==> src/rtl/supersonic_ranger_mc_pkg.sv <==
// ============================================================================
// Module   : supersonic_ranger_mc_pkg
// Brief    : FSM state encodings, 50 MHz timing defaults and sizing helpers
//            for the multi-channel ultrasonic ranger.
// Revision : 1.0 - initial release
// ============================================================================
`default_nettype none

package supersonic_ranger_mc_pkg;

    localparam int c_ST_W = 3;
    localparam logic [c_ST_W-1:0] c_ST_IDLE      = 3'd0;
    localparam logic [c_ST_W-1:0] c_ST_TRIG      = 3'd1;
    localparam logic [c_ST_W-1:0] c_ST_WAIT_RISE = 3'd2;
    localparam logic [c_ST_W-1:0] c_ST_MEASURE   = 3'd3;
    localparam logic [c_ST_W-1:0] c_ST_RESULT    = 3'd4;
    localparam logic [c_ST_W-1:0] c_ST_GAP       = 3'd5;

    localparam int c_TRIG_CYC_50M    = 500;
    localparam int c_CM_DIV_50M      = 2900;
    localparam int c_TIMEOUT_CYC_50M = 1500000;
    localparam int c_GAP_CYC_50M     = 3000000;

    function automatic int max3(input int a, input int b, input int c);
        int m;
        m = (a > b) ? a : b;
        return (m > c) ? m : c;
    endfunction

    // A single-channel build still needs a 1-bit channel index.
    function automatic int ch_width(input int n);
        return (n > 1) ? $clog2(n) : 1;
    endfunction

endpackage

`default_nettype wire

==> src/rtl/supersonic_ranger_mc_echo_sync.sv <==
// ============================================================================
// Module   : supersonic_ranger_mc_echo_sync
// Brief    : 2-FF synchroniser for one echo pin with rise/fall pulses.
// Revision : 1.0 - initial release
// ============================================================================
`default_nettype none

module supersonic_ranger_mc_echo_sync (
    input  logic clk,
    input  logic rst_n,
    input  logic echo_i,
    output logic rise_o,
    output logic fall_o
);

    logic r_meta;
    logic r_sync;
    logic r_prev;

    always_ff @(posedge clk or negedge rst_n) begin
        if (!rst_n) begin
            r_meta <= 1'b0;
            r_sync <= 1'b0;
            r_prev <= 1'b0;
        end else begin
            r_meta <= echo_i;
            r_sync <= r_meta;
            r_prev <= r_sync;
        end
    end

    assign rise_o = r_sync & ~r_prev;
    assign fall_o = ~r_sync & r_prev;

endmodule

`default_nettype wire

==> src/rtl/supersonic_ranger_mc.sv <==
// ============================================================================
// Module   : supersonic_ranger_mc
// Brief    : Round-robin HC-SR04 class ranging engine: trigger, echo width to
//            cm, timeout and proximity flag per channel.
// Revision : 1.0 - initial release
// ============================================================================
`default_nettype none

module supersonic_ranger_mc
    import supersonic_ranger_mc_pkg::*;
#(
    parameter int N_CH        = 2,
    parameter int DIST_W      = 16,
    parameter int TRIG_CYC    = c_TRIG_CYC_50M,
    parameter int CM_DIV      = c_CM_DIV_50M,
    parameter int TIMEOUT_CYC = c_TIMEOUT_CYC_50M,
    parameter int GAP_CYC     = c_GAP_CYC_50M
) (
    input  logic                     clk,
    input  logic                     rst_n,
    input  logic                     start_i,
    input  logic                     stop_i,
    input  logic                     pause_i,
    input  logic                     mode_i,
    input  logic [DIST_W-1:0]        thresh_i,
    input  logic [N_CH-1:0]          echo_i,
    output logic [N_CH-1:0]          trig_o,
    output logic [N_CH*DIST_W-1:0]   dist_o,
    output logic [N_CH-1:0]          near_o,
    output logic [N_CH-1:0]          timeout_o,
    output logic                     valid_o,
    output logic [ch_width(N_CH)-1:0] ch_o,
    output logic                     busy_o,
    output logic                     done_o
);

    localparam int c_CH_W  = ch_width(N_CH);
    localparam int c_TMR_W = $clog2(max3(TRIG_CYC, TIMEOUT_CYC, GAP_CYC) + 1);
    localparam int c_PRE_W = $clog2(CM_DIV + 1);

    localparam logic [c_TMR_W-1:0] c_TRIG_LAST = c_TMR_W'(TRIG_CYC - 1);
    localparam logic [c_TMR_W-1:0] c_TMO_LAST  = c_TMR_W'(TIMEOUT_CYC - 1);
    localparam logic [c_TMR_W-1:0] c_GAP_LAST  = c_TMR_W'(GAP_CYC - 1);
    localparam logic [c_PRE_W-1:0] c_PRE_LAST  = c_PRE_W'(CM_DIV - 1);
    localparam logic [c_CH_W-1:0]  c_CH_LAST   = c_CH_W'(N_CH - 1);

    generate
        if (N_CH < 1 || N_CH > 8 || TRIG_CYC < 1 || CM_DIV < 1 ||
            TIMEOUT_CYC < 1 || GAP_CYC < 1) begin : g_param_check
            $error("supersonic_ranger_mc: illegal parameter set");
        end
    endgenerate

    logic [c_ST_W-1:0]  r_state;
    logic [c_ST_W-1:0]  w_next;
    logic [c_TMR_W-1:0] r_timer;
    logic [c_PRE_W-1:0] r_presc;
    logic [c_PRE_W-1:0] w_presc_nxt;
    logic [DIST_W-1:0]  r_cnt;
    logic [DIST_W-1:0]  w_cnt_nxt;
    logic [c_CH_W-1:0]  r_ch;
    logic [c_CH_W-1:0]  r_ch_o;
    logic [DIST_W-1:0]  r_dist [N_CH];
    logic [N_CH-1:0]    r_near;
    logic [N_CH-1:0]    r_tmo;
    logic [N_CH-1:0]    w_rise_v;
    logic [N_CH-1:0]    w_fall_v;
    logic               w_rise;
    logic               w_fall;
    logic               w_tmo_hit;
    logic               w_gap_exit;
    logic               w_res_tmo;
    logic               w_capture;

    generate
        for (genvar k = 0; k < N_CH; k++) begin : g_sync
            supersonic_ranger_mc_echo_sync u_sync (
                .clk    (clk),
                .rst_n  (rst_n),
                .echo_i (echo_i[k]),
                .rise_o (w_rise_v[k]),
                .fall_o (w_fall_v[k])
            );
        end
    endgenerate

    assign w_rise      = w_rise_v[r_ch];
    assign w_fall      = w_fall_v[r_ch];
    assign w_tmo_hit   = (r_timer == c_TMO_LAST);
    assign w_gap_exit  = (r_state == c_ST_GAP) && (r_timer == c_GAP_LAST) && !pause_i;
    assign w_presc_nxt = (r_presc == c_PRE_LAST) ? '0 : r_presc + c_PRE_W'(1);
    assign w_cnt_nxt   = (r_presc == c_PRE_LAST && r_cnt != '1) ? r_cnt + DIST_W'(1) : r_cnt;
    // An echo fall on the timeout cycle still yields a normal measurement.
    assign w_res_tmo   = (r_state == c_ST_WAIT_RISE) || !w_fall;
    assign w_capture   = (w_next == c_ST_RESULT) && (r_state != c_ST_RESULT);

    always_ff @(posedge clk or negedge rst_n) begin
        if (!rst_n) begin
            r_state <= c_ST_IDLE;
        end else begin
            r_state <= w_next;
        end
    end

    always_comb begin
        w_next = r_state;
        case (r_state)
            c_ST_IDLE:      if (start_i && !pause_i) w_next = c_ST_TRIG;
            c_ST_TRIG:      if (r_timer == c_TRIG_LAST) w_next = c_ST_WAIT_RISE;
            c_ST_WAIT_RISE: begin
                if (w_tmo_hit)   w_next = c_ST_RESULT;
                else if (w_rise) w_next = c_ST_MEASURE;
            end
            c_ST_MEASURE:   if (w_fall || w_tmo_hit) w_next = c_ST_RESULT;
            c_ST_RESULT:    w_next = c_ST_GAP;
            c_ST_GAP: begin
                if (w_gap_exit) begin
                    if (r_ch != c_CH_LAST || mode_i) w_next = c_ST_TRIG;
                    else                             w_next = c_ST_IDLE;
                end
            end
            default:        w_next = c_ST_IDLE;
        endcase
        if (stop_i) w_next = c_ST_IDLE;
    end

    always_comb begin
        trig_o = '0;
        if (r_state == c_ST_TRIG) trig_o[r_ch] = 1'b1;
        valid_o = (r_state == c_ST_RESULT);
        busy_o  = (r_state != c_ST_IDLE);
        done_o  = w_gap_exit && (r_ch == c_CH_LAST) && !stop_i;
    end

    always_ff @(posedge clk or negedge rst_n) begin
        if (!rst_n) begin
            r_timer <= '0;
            r_presc <= '0;
            r_cnt   <= '0;
            r_ch    <= '0;
            r_ch_o  <= '0;
            r_near  <= '0;
            r_tmo   <= '0;
            for (int k = 0; k < N_CH; k++) r_dist[k] <= '0;
        end else begin
            // The timeout window spans WAIT_RISE and MEASURE, so that hand-off keeps counting.
            if (r_state == c_ST_WAIT_RISE && w_next == c_ST_MEASURE) begin
                r_timer <= r_timer + c_TMR_W'(1);
            end else if (w_next != r_state) begin
                r_timer <= '0;
            end else if (r_state == c_ST_TRIG || r_state == c_ST_WAIT_RISE ||
                         r_state == c_ST_MEASURE ||
                         (r_state == c_ST_GAP && r_timer != c_GAP_LAST)) begin
                r_timer <= r_timer + c_TMR_W'(1);
            end

            if (r_state == c_ST_WAIT_RISE && w_next == c_ST_MEASURE) begin
                r_presc <= '0;
                r_cnt   <= '0;
            end else if (r_state == c_ST_MEASURE) begin
                r_presc <= w_presc_nxt;
                r_cnt   <= w_cnt_nxt;
            end

            if (w_capture) begin
                r_ch_o <= r_ch;
                if (w_res_tmo) begin
                    r_dist[r_ch] <= '1;
                    r_tmo[r_ch]  <= 1'b1;
                    r_near[r_ch] <= 1'b0;
                end else begin
                    r_dist[r_ch] <= w_cnt_nxt;
                    r_tmo[r_ch]  <= 1'b0;
                    r_near[r_ch] <= (w_cnt_nxt < thresh_i);
                end
            end

            if (w_next == c_ST_IDLE) begin
                r_ch <= '0;
            end else if (w_gap_exit && w_next == c_ST_TRIG) begin
                r_ch <= (r_ch == c_CH_LAST) ? '0 : r_ch + c_CH_W'(1);
            end
        end
    end

    generate
        for (genvar k = 0; k < N_CH; k++) begin : g_dist
            assign dist_o[k*DIST_W +: DIST_W] = r_dist[k];
        end
    endgenerate

    assign near_o    = r_near;
    assign timeout_o = r_tmo;
    assign ch_o      = r_ch_o;

endmodule

`default_nettype wire
==> config.mk <==
export PLATFORM = sky130hd
export DESIGN_NAME = supersonic_ranger_mc
export DESIGN_NICKNAME = d
export VERILOG_FILES = /design/src/rtl/supersonic_ranger_mc_pkg.sv /design/src/rtl/supersonic_ranger_mc_echo_sync.sv /design/src/rtl/supersonic_ranger_mc.sv
export SDC_FILE = /design/constraint.sdc
export NUM_CORES = 1
export LEC_CHECK = 0
export ABC_CLOCK_PERIOD_IN_PS = 10700
export CAP_MARGIN = 25
export CORE_MARGIN = 3
export CORE_UTILIZATION = 40
export CTS_BUF_LIST = sky130_fd_sc_hd__clkbuf_8
export DETAILED_ROUTE_END_ITERATION = 10
export DONT_BUFFER_PORTS = 1
export PLACE_DENSITY_LB_ADDON = 0.05
export RECOVER_POWER = 100
export SLEW_MARGIN = 10
export SYNTH_ARGS = -nofsm -noshare
export SYNTH_HDL_FRONTEND = slang
export SYNTH_HIERARCHICAL = 1
export SYNTH_SLANG_ARGS = --single-unit
export TNS_END_PERCENT = 20
==> constraint.sdc <==
create_clock -name clk -period 10.7 [get_ports clk]
set_clock_uncertainty 0.2 [all_clocks]
set_input_delay 0.535 -clock clk [delete_from_list [all_inputs] [get_ports clk]]
set_output_delay 0.535 -clock clk [all_outputs]
set_load 0.005 [all_outputs]
Yosys cells after proc, flatten, opt, wreduce, memory -nomap -nowiden
Index checks and enable logic that the tools add are counted.
W data, S select, Z words.
{"block": "totals", "wordCells": 118, "romBits": 0, "latchBits": 0, "register_bits": 97, "ram_bits": 0, "n_memories": 0}
{"block": "classes", "n_shift": 0, "div_mod_pow": 0, "n_mux": 35, "add_sub_neg": 4, "eq_ne": 16, "reduce_logical": 27, "mul": 0, "bitwise": 15, "n_lt_le_gt_ge": 5}
{"op": "$mux W22", "n": 3}
{"op": "$mux W16", "n": 4}
{"op": "$mux W12", "n": 3}
{"op": "$bwmux W32", "n": 1}
{"op": "$mux W32", "n": 1}
{"op": "$or A32 B32 Y32", "n": 1}
{"op": "$add A22 B1 Y22 const B", "n": 1}
{"op": "$eq A22 B21 Y1 const B", "n": 1}
{"op": "$eq A22 B22 Y1 const B", "n": 1}
{"op": "$eq A22 B9 Y1 const B", "n": 1}
{"op": "$ne A22 B22 Y1 const B", "n": 1}
{"op": "$mux W3", "n": 7}
{"op": "$pmux W3 S6", "n": 1}
{"op": "$add A16 B1 Y16 const B", "n": 1}
{"op": "$demux W16 S1", "n": 1}
{"op": "$lt A16 B16 Y1", "n": 1}
{"op": "$ne A16 B16 Y1 const B", "n": 1}
{"op": "$add A12 B1 Y12 const B", "n": 1}
{"op": "$eq A12 B12 Y1 const B", "n": 1}
{"op": "$logic_and A1 B1 Y1", "n": 12}
{"op": "$eq A3 B2 Y1 const B", "n": 3}
{"op": "$eq A3 B3 Y1 const B", "n": 3}
{"op": "$mux W1", "n": 9}
{"op": "$eq A3 B1 Y1 const B", "n": 2}
{"op": "21 further kinds", "n": 41}

Longest topological paths before layout
Gate-level depths: netlist (run 1).
{"block": "logic_depth", "depth_word": 12, "mapped_depth": 16}

Modules after synthesis
The synthesis (run 1) kept the hierarchy.
{"module": "supersonic_ranger_mc", "cells_each": 579, "instances": 1, "area_per_inst_um2": 5192.5}
{"module": "supersonic_ranger_mc_echo_sync", "cells_each": 5, "instances": 2, "area_per_inst_um2": 90.1}

Worst setup path before layout (run 1)
OpenSTA, ideal clock, no wires.
{"block": "synth_timing", "path_type": "reg2reg", "start": "register r_presc[0]", "end": "register r_near[1], in the netlist near_o[1]", "path_buffers": 1, "t_required_ps": 10379, "arrival_time_ps": 3274, "slack_ps": 7105, "path_stages_with_launch": 16, "path_cell_list": "dfrtp_1 -> ha_1 -> and4bb_2 -> nand3_1 -> a211oi_1 -> and2_1 -> clkbuf_1 -> nand3_1 -> xor2_1 -> inv_1 -> ha_1 -> nand4_1 -> or3_1 -> o211ai_1 -> nor2_1 -> a22o_1"}
{"block": "synth_via", "elab_chain_cells": 6}
{"element": "from (decl)", "line_no": "supersonic_ranger_mc.sv:57", "source": "logic [c_PRE_W-1:0] r_presc;"}
{"element": "from (signal assigned)", "line_no": "supersonic_ranger_mc.sv:161", "source": "r_presc <= w_presc_nxt;"}
{"element": "$eq A12 B12 Y1", "line_no": "supersonic_ranger_mc.sv:92", "source": "assign w_cnt_nxt = (r_presc == c_PRE_LAST && r_cnt != '1) ? r_cnt + DIST_W'(1) : r_cnt;"}
{"element": "$logic_and A1 B1 Y1", "line_no": "supersonic_ranger_mc.sv:92"}
{"element": "$mux W16", "line_no": "supersonic_ranger_mc.sv:92"}
{"element": "$lt A16 B16 Y1", "line_no": "supersonic_ranger_mc.sv:174", "source": "r_near[r_ch] <= (w_cnt_nxt < thresh_i);"}
{"element": "$bwmux W2", "line_no": "supersonic_ranger_mc.sv:174"}
{"element": "$mux W2", "line_no": "supersonic_ranger_mc.sv:167", "source": "if (w_res_tmo) begin"}
{"element": "to (signal, indexed assignment)", "line_no": "supersonic_ranger_mc.sv:174"}
{"element": "to (decl)", "line_no": "supersonic_ranger_mc.sv:64", "source": "logic [N_CH-1:0] r_near;"}
Every way passes these cells.
A chain may end at the register's enable or synchronous reset.

==> impl_metrics.ini, run 1 <==
[setup_path]
path_buf_inv = 2
critPathLaunch = rst_n
r2r_start = r_presc[0]
crit_type = input pin to async pin
start_kind = input pin
crit_chain = dlygate4sd3_1 -> clkbuf_1
critical_path.endpoint_type = async pin
worstPathArrival_ns = 4.76
path_max_fanout = 97
path_delay_family = buffers and inverters
critPathSlowestCell = clkbuf_1
cp.required_ns = 9.76
crit_path_max_incr_delay_ns = 3.63

[clocking]
numCtsBuffers = 9
clock_path_buffers = 2
cts_root_buffer = clkbuf_8
clkTransAtPathRegs_ns = 0.09
cts_tree = done
post_cts_buffers = 0
clk_latency_ns = 0.38
hold_buffers = 4
h-tree-depth = 3
cts_resized = 0
clock_sinks = 97

[route]
wl_per_cell_um = 17.3
drt-vias-per-instance = 5.64
drt_iter0_markers = 267
drtAntennaViolNets = 0
drt-pass1-iter-count = 4
wl_mm = 13.2
drc = 0
vias = 4291

[sta]
tightest_slew_ns = 5.18
setup_ws_ns = 5.00
period_needed_ns = 5.70
drv_slew = 98
grt_setup_unrepaired = no
max-slew-margin-rel = -2.45
hold_violations = 0
fmax_mhz = 175
setup_viol = 0
setup_tns_ns = 0
fin_crit_sh = 0.533
hold-worst-slack_ns = 0.0694

[run]
maxCapViolCount = 1

[grt]
grt_start_max_net_pins = 98
grt-ovfl-total = 0
grt_pass1_wl_mm = 21.9
grt_pass1_vias = 4193
antenna_found_initial = 0
gr-usage-all-layers = 0.185

[synth]
synth_mux_area_frac = 0.00792
synthAdderAreaFrac = 0.0419
seq_area_frac_synth = 0.452
yosys.area_share.simple = 0.241
syn-instance-count = 589
ys_ff_latch = 97
synth_compound_area_frac = 0.149
synthXorXnorAreaFrac = 0.0668
syn_area_per_cell_sq_um = 9.12
syn_nets = 631
yosys_warnings = 6
syn-cell-area_sq_um = 5370
synth-async-reset-ratio = 1.00
synth_edf_count = 0
synth_flop_cell = dfrtp_1
synth_top_family_by_area = simple AND/OR/NAND/NOR gates
synth_cell_types = 57

[layout]
fin_nets = 626
finalNonFillerCells = 761
drive_above_1_share = 0.0594
antennaDiodeCount = 0
syn2layout_area_growth_pct = 6.61

[place]
pre_cts_ws_ns = 6.67
place_inst = 741
gp_congestion = 0.857
dp_hpwl_mm = 9.52
io_buffers = 0

[die]
die_h_um = 122
die_area_sq_um = 14900
initial_core_util = 0.417
rows = 41
die_w_um = 122
core_sq_um = 12900
io_pins = 66

[power]
p_per_area_nw_per_um2 = 127
leakage_nw = 2.52
ir_worst_vdd_mv = 0.0558

[min_path]
hp-class = input pin to flop
hp-start = stop_i

[run_status]
status = complete, but fails checks
violations = capacitance limit, slew limit
[stage by stage]
stage          area, sq um  utilization  power [mW]
2_1_floorplan         5370            -       0.452
6_report              5730        0.445       0.727
4_1_cts               5800        0.450       0.737
3_5_place_dp          5530        0.429       0.470
5_1_grt               5730        0.445       0.762
3_3_place_gp          5500        0.427       0.469
[where the power goes]
part           internal [mW]  leakage [nW]  switching, mW  total [mW]
Sequential             0.382          1.24         0.0196       0.401
Clock                  0.123         0.110          0.135       0.257
Combinational         0.0263          1.17         0.0428      0.0690
Total                  0.530          2.52          0.197       0.727
[worst paths after layout]
kind	end	slack [ns]	depth (start not counted)
max	r_presc[8]	5.00	2
min	r_state[2]	0.07	1
max reg2reg	near_o[1]	6.58	15
min reg2reg	g_sync[0].u_sync/r_sync	0.16	0
max in group clk	near_o[1]	6.58	15
min in group asynchronous	dist_o[11]	2.44	2
[final cells by class]
| cell class | instances | area [sq um] |
|---|---|---|
| multi-input cells | 436 | 2700 |
| well taps | 172 | 215 |
| fillers | 1302 | 7150 |
| repair buffers | 8 | 56.3 |
| clock inverters | 5 | 61.3 |
| clock buffers | 11 | 151 |
| flip-flops and latches | 97 | 2430 |
| inverters | 32 | 120 |
[registers in the layout, summed over array words and instances (netlist names), named ones only]
signal,count
r_timer,22
r_cnt,16
ch_o,1
dist_o,32
g_sync.u_sync/r_prev,2
g_sync.u_sync/r_meta,2
r_ch,1
r_state,3
r_presc,12
near_o,2
g_sync.u_sync/r_sync,2
[cells by family after synthesis]
| group | after synthesis |
|---|---|
| fa+ha+maj | 18 |
| xor+xnor | 41 |
| compound gates | 120 |
| buf+inv | 56 |
| simple gates | 253 |
| flops | 97 |
| mux | 4 |
[per-layer routing]
layer  track usage  routed length (um)  vias to the layer above
li1              -                   -                     2070
met1         0.256                6260                     2103
met2         0.296                6050                      101
met3        0.0316                 664                       17
met4        0.0602                 187                        0
met5             0                   0                        -
[synth_stat cells (4+ instances only)]
| cell | instances | area share |
|---|---|---|
| dfrtp_1 | 97 | 0.45 |
| nor2_1 | 87 | 0.061 |
| a21oi_1 | 41 | 0.038 |
| nand2_1 | 41 | 0.029 |
| inv_1 | 32 | 0.022 |
| xor2_1 | 26 | 0.042 |
| o21ai_0 | 24 | 0.022 |
| nand3_1 | 21 | 0.020 |
| ha_1 | 18 | 0.042 |
| clkbuf_1 | 17 | 0.012 |
| nand4_1 | 17 | 0.020 |
| and3_1 | 15 | 0.017 |
| xnor2_1 | 15 | 0.024 |
| nor3_1 | 11 | 0.010 |
| a22o_1 | 10 | 0.016 |
| a21o_1 | 8 | 0.011 |
| or2_2 | 7 | 0.0082 |
| or3_1 | 7 | 0.0082 |
| buf_2 | 6 | 0.0056 |
| nand2b_1 | 6 | 0.0070 |
| nor3b_1 | 6 | 0.0084 |
| nor4_1 | 6 | 0.0070 |
| a22oi_1 | 5 | 0.0070 |
| a311oi_1 | 5 | 0.0082 |
| a211oi_1 | 4 | 0.0056 |
| o31ai_1 | 4 | 0.0056 |
[placed cells by master (no fill, tap or decap), drive strengths merged, types with 17 or more instances in the layout]
cell type / instances
ha: 18
dfrtp: 97
nand2: 41
nand3: 21
inv: 34
xor2: 26
nand4: 17
o21ai: 26
a21oi: 41
nor2: 88
Power figures use the tool's default switching activity.
==> inputs of run 2 (changes only) <==
--- a/config.mk
+++ b/config.mk
@@ -5,7 +5,7 @@
 export SDC_FILE = /design/constraint.sdc
 export NUM_CORES = 1
 export LEC_CHECK = 0
-export ABC_CLOCK_PERIOD_IN_PS = 10700
+export ABC_CLOCK_PERIOD_IN_PS = 5500
 export CAP_MARGIN = 25
 export CORE_MARGIN = 3
 export CORE_UTILIZATION = 40
==> constraint.sdc (replaced) <==
create_clock -name clk -period 5.5 [get_ports clk]
set_clock_uncertainty 0.2 [all_clocks]
set_input_delay 0.275 -clock clk [delete_from_list [all_inputs] [get_ports clk]]
set_output_delay 0.275 -clock clk [all_outputs]
set_load 0.005 [all_outputs]
==> impl_metrics.ini, run 2 (synthesized netlist as in run 1, its figures left out) <==
[sta]
setup_ws_ns = 1.45
hold-worst-slack_ns = 0.0867
period_needed_ns = 4.05
fin_crit_sh = 0.735
fmax_mhz = 247
grt_setup_unrepaired = no
max-slew-margin-rel = -0.616
hold_violations = 0
setup_viol = 0
drv_slew = 98
setup_tns_ns = 0
tightest_slew_ns = 2.42

[place]
gp_congestion = 0.851
place_inst = 741
io_buffers = 0
pre_cts_ws_ns = 1.52
dp_hpwl_mm = 9.53

[grt]
gr-usage-all-layers = 0.187
grt_pass1_wl_mm = 22.0
grt_pass1_vias = 4231
antenna_found_initial = 0
grt_start_max_net_pins = 98
grt-ovfl-total = 0

[clocking]
cts_root_buffer = clkbuf_8
numCtsBuffers = 9
clk_latency_ns = 0.38
clock_sinks = 97
clkTransAtPathRegs_ns = 0.10
h-tree-depth = 3
cts_tree = done
clock_path_buffers = 2

[die]
core_sq_um = 12900
die_h_um = 122
io_pins = 66
rows = 41
initial_core_util = 0.417
die_area_sq_um = 14900
die_w_um = 122

[layout]
fillers = 1313
seqCellArea_sq_um = 2430
largest_reg_flops = 32
layout_common_cells = 97 x dfrtp_1, 87 x nor2_1, 41 x nand2_1, 41 x a21oi_1, 32 x inv_1
finalNonFillerCells = 762
final_common_cell = dfrtp_1
antennaDiodeCount = 0
fin_nets = 627
drive_above_1_share = 0.0627
syn2layout_area_growth_pct = 6.45
multi_input_area_sq_um = 2710

[run]
maxCapViolCount = 1

[setup_path]
path_buf_inv = 1
crit_chain = ha_1 -> and4bb_2 -> nand3_1 -> a211oi_1 -> and2_0 -> nand3_1 -> xor2_1 -> inv_1 -> ha_1 -> nand4_1 -> or3_1 -> o211ai_1 -> nor2_1 -> a22o_1
cp.required_ns = 5.58
crit_path_max_incr_delay_ns = 0.55
crit_type = flop to flop
worstPathArrival_ns = 4.13
path_max_fanout = 7
critical_path.endpoint_type = flop
path_delay_family = simple AND/OR/NAND/NOR gates
critPathSlowestCell = a211oi_1
start_kind = flop

[route]
wl_mm = 13.4
vias = 4304
drt-pass1-iter-count = 4
wl_per_cell_um = 17.6
drt_iter0_markers = 176
drtAntennaViolNets = 0
drc = 0
drt-vias-per-instance = 5.65

[run_status]
status = complete, but fails checks
violations = capacitance limit, slew limit

[min_path]
hp-class = input pin to flop

[power]
p_per_area_nw_per_um2 = 239
ir_worst_vdd_mv = 0.237
p_total_mw = 1.36
leakage_nw = 2.51
-- run 2: cell count changes in the layout (fill, tap and decap cells not counted), sizes merged --
cell,change
bufinv,-1
clkinvlp,+2
clkbuf,-1
buf,-1
dlygate4sd3,+1
inv,+1
-- run 2: layout make-up --
class                   count  area share
clock buffers               9      0.0217
multi-input cells         436       0.474
inverters                  32      0.0210
repair buffers              9      0.0105
flip-flops and latches     97       0.424
clock inverters             7      0.0107
well taps                 172      0.0376
-- run 2: metrics by stage --
step	area, sq um	utilization
4_1_cts	5770	0.448
3_5_place_dp	5520	0.429
3_3_place_gp	5520	0.429
2_1_floorplan	5370	-
5_1_grt	5720	0.444
6_report	5720	0.444
-- run 2: where the power goes --
| group | switching [mW] | internal, mW | total, mW |
|---|---|---|---|
| sequential | 0.0378 | 0.742 | 0.780 |
| clock | 0.276 | 0.172 | 0.449 |
| combinational | 0.0844 | 0.0519 | 0.136 |
-- run 2: worst paths after layout --
path,start,to,slack (ns),cells after the start
setup / recovery,r_presc[0],near_o[1],1.45,14
hold / removal,stop_i,ch_o,0.09,4
hold reg to reg,g_sync[0].u_sync/r_meta,g_sync[0].u_sync/r_sync,0.16,0
setup reg to reg,r_presc[0],near_o[1],1.45,14
min in group asynchronous,rst_n,dist_o[14],1.01,2
max in group asynchronous,rst_n,r_timer[19],2.70,2
-- run 2: worst register-to-register path: stages, from the launching register on --
cell,delay (ns)
dfrtp_1,0.39
ha_1,0.21
and4bb_2,0.27
nand3_1,0.16
a211oi_1,0.55
and2_0,0.40
nand3_1,0.14
xor2_1,0.30
inv_1,0.08
ha_1,0.31
nand4_1,0.13
or3_1,0.40
o211ai_1,0.15
nor2_1,0.06
a22o_1,0.20
-- run 2: repair_timing --
action                                 in CTS  in global routing
setup buffers                               0                  0
resized for setup                           0                  0
endpoints found under the hold margin     102                  0
hold buffers                                5                  0
-- run 2: layer usage --
metal	GRT usage	up-vias	part of all wire
met4	0.0329	0	0.0047
met3	0.0576	9	0.057
li1	-	2072	-
met1	0.251	2119	0.47
met2	0.303	104	0.47
met5	0	-	0
==> inputs of run 3 (changes only) <==
--- a/config.mk
+++ b/config.mk
@@ -5,7 +5,7 @@
 export SDC_FILE = /design/constraint.sdc
 export NUM_CORES = 1
 export LEC_CHECK = 0
-export ABC_CLOCK_PERIOD_IN_PS = 5500
+export ABC_CLOCK_PERIOD_IN_PS = 3600
 export CAP_MARGIN = 25
 export CORE_MARGIN = 3
 export CORE_UTILIZATION = 40
==> constraint.sdc (replaced) <==
create_clock -name clk -period 3.6 [get_ports clk]
set_clock_uncertainty 0.2 [all_clocks]
set_input_delay 0.18 -clock clk [delete_from_list [all_inputs] [get_ports clk]]
set_output_delay 0.18 -clock clk [all_outputs]
set_load 0.005 [all_outputs]
==> impl_metrics.ini, run 3 (synthesized netlist as in run 1, its figures left out) <==
[place]
gp_congestion = 0.881
place_inst = 761
dp_hpwl_mm = 9.74
io_buffers = 0

[clocking]
clk_latency_ns = 0.38
cts_tree = done
clock_path_buffers = 2
h-tree-depth = 3
numCtsBuffers = 9
clock_sinks = 97
cts_root_buffer = clkbuf_8
clkTransAtPathRegs_ns = 0.10

[setup_path]
crit_chain = or4b_1 -> nor4_1 -> a22oi_1 -> or3_1 -> nor2_1 -> a21oi_1
worstPathArrival_ns = 3.42
crit_type = flop to flop
path_max_fanout = 10
cp.required_ns = 3.63
start_kind = flop
critPathSlowestCell = nor2_1
critical_path.endpoint_type = flop
crit_path_max_incr_delay_ns = 0.67

[grt]
antenna_found_initial = 0
grt_pass1_vias = 4234
gr-usage-all-layers = 0.185
grt-ovfl-total = 0
grt_pass1_wl_mm = 21.7
grt_start_max_net_pins = 98

[route]
wl_mm = 13.3
drt-vias-per-instance = 5.55
drc = 0
wl_per_cell_um = 17.0
vias = 4348
drtAntennaViolNets = 0
drt_iter0_markers = 244
drt-pass1-iter-count = 5

[die]
rows = 41
die_w_um = 122
initial_core_util = 0.417
die_h_um = 122
die_area_sq_um = 14900
io_pins = 66
core_sq_um = 12900

[sta]
tightest_slew_ns = 2.45
max-slew-margin-rel = -0.630
hold_violations = 0
drv_slew = 98
fmax_mhz = 295
period_needed_ns = 3.39
setup_viol = 0
setup_tns_ns = 0
grt_setup_unrepaired = no
fin_crit_sh = 0.941

[power]
ir_worst_vdd_mv = 0.169
leakage_nw = 2.66
p_per_area_nw_per_um2 = 365

[layout]
syn2layout_area_growth_pct = 11.1
drive_above_1_share = 0.111
finalNonFillerCells = 783
fillers = 1258
layout_common_cells = 97 x dfrtp_1, 87 x nor2_1, 41 x a21oi_1, 40 x nand2_1, 32 x inv_1
largest_reg_flops = 32
fin_nets = 648
fin_util = 0.464
antennaDiodeCount = 0
final_common_cell = dfrtp_1

[min_path]
hp-class = input pin to flop

[run]
maxCapViolCount = 1

[run_status]
violations = capacitance limit, slew limit
status = complete, but fails checks
run 3: metrics by stage:
stage               cell area, sq um  power, mW  setup WS, ns  hold slack, ns
finish                          5970       2.18         0.213          0.0456
global route                    5970       2.29       0.00215          0.0634
floorplan                       5370       1.34       0.00500          -0.316
CTS                             5970       2.21      0.000198          0.0141
detailed placement              5670       1.41       -0.0114          -0.313
global placement                5670       1.41         0.115          -0.313
run 3: power breakdown:
part	leakage (nW)	switching [mW]	total [mW]	internal [mW]
Clock	0.113	0.384	0.763	0.378
Sequential	1.24	0.0524	1.19	1.13
Combinational	1.31	0.137	0.227	0.0905
Total	2.66	0.574	2.18	1.60
run 3: repair_timing:
action | CTS | global route
setup endpoints to repair | 2 | 2
gates resized for setup | 2 | 7
setup buffers | 0 | 1
hold buffers | 5 | 0
pin swaps | 0 | 2
endpoints found under the hold margin | 104 | 0
run 3: worst max-delay path, delay by kind of cell (launching register included):
kind	cells	cell delay [ns]
simple gates	4	2.16
flops	1	0.47
compound gates	2	0.40
run 3: routing by layer:
| layer | track usage | vias up | share of wire |
|---|---|---|---|
| li1 | - | 2118 | - |
| met1 | 0.255 | 2106 | 0.48 |
| met2 | 0.295 | 107 | 0.46 |
| met3 | 0.0320 | 17 | 0.051 |
| met4 | 0.0665 | 0 | 0.014 |
| met5 | 0 | - | 0 |
run 3: area by class of cell:
class | instances | area (sq um) | area share
multi-input cells | 436 | 2770 | 0.463
flip-flops and latches | 97 | 2430 | 0.407
repair buffers | 30 | 226 | 0.0379
well taps | 172 | 215 | 0.0361
clock buffers | 12 | 165 | 0.0277
inverters | 32 | 120 | 0.0201
clock inverters | 4 | 48.8 | 0.00818
run 3: path summary, 6_finish.rpt:
kind / startpoint / endpoint / slack, ns / cells past startpoint
min in group asynchronous: rst_n / dist_o[12] / 0.91 / 2
worst min-delay path: pause_i / r_ch / 0.05 / 4
worst max-delay path: r_timer[7] / dist_o[12] / 0.21 / 6
max in group asynchronous: rst_n / r_cnt[13] / 0.81 / 2
worst max register to register: r_timer[7] / dist_o[12] / 0.21 / 6
worst min register to register: g_sync[0].u_sync/r_meta / g_sync[0].u_sync/r_sync / 0.16 / 0
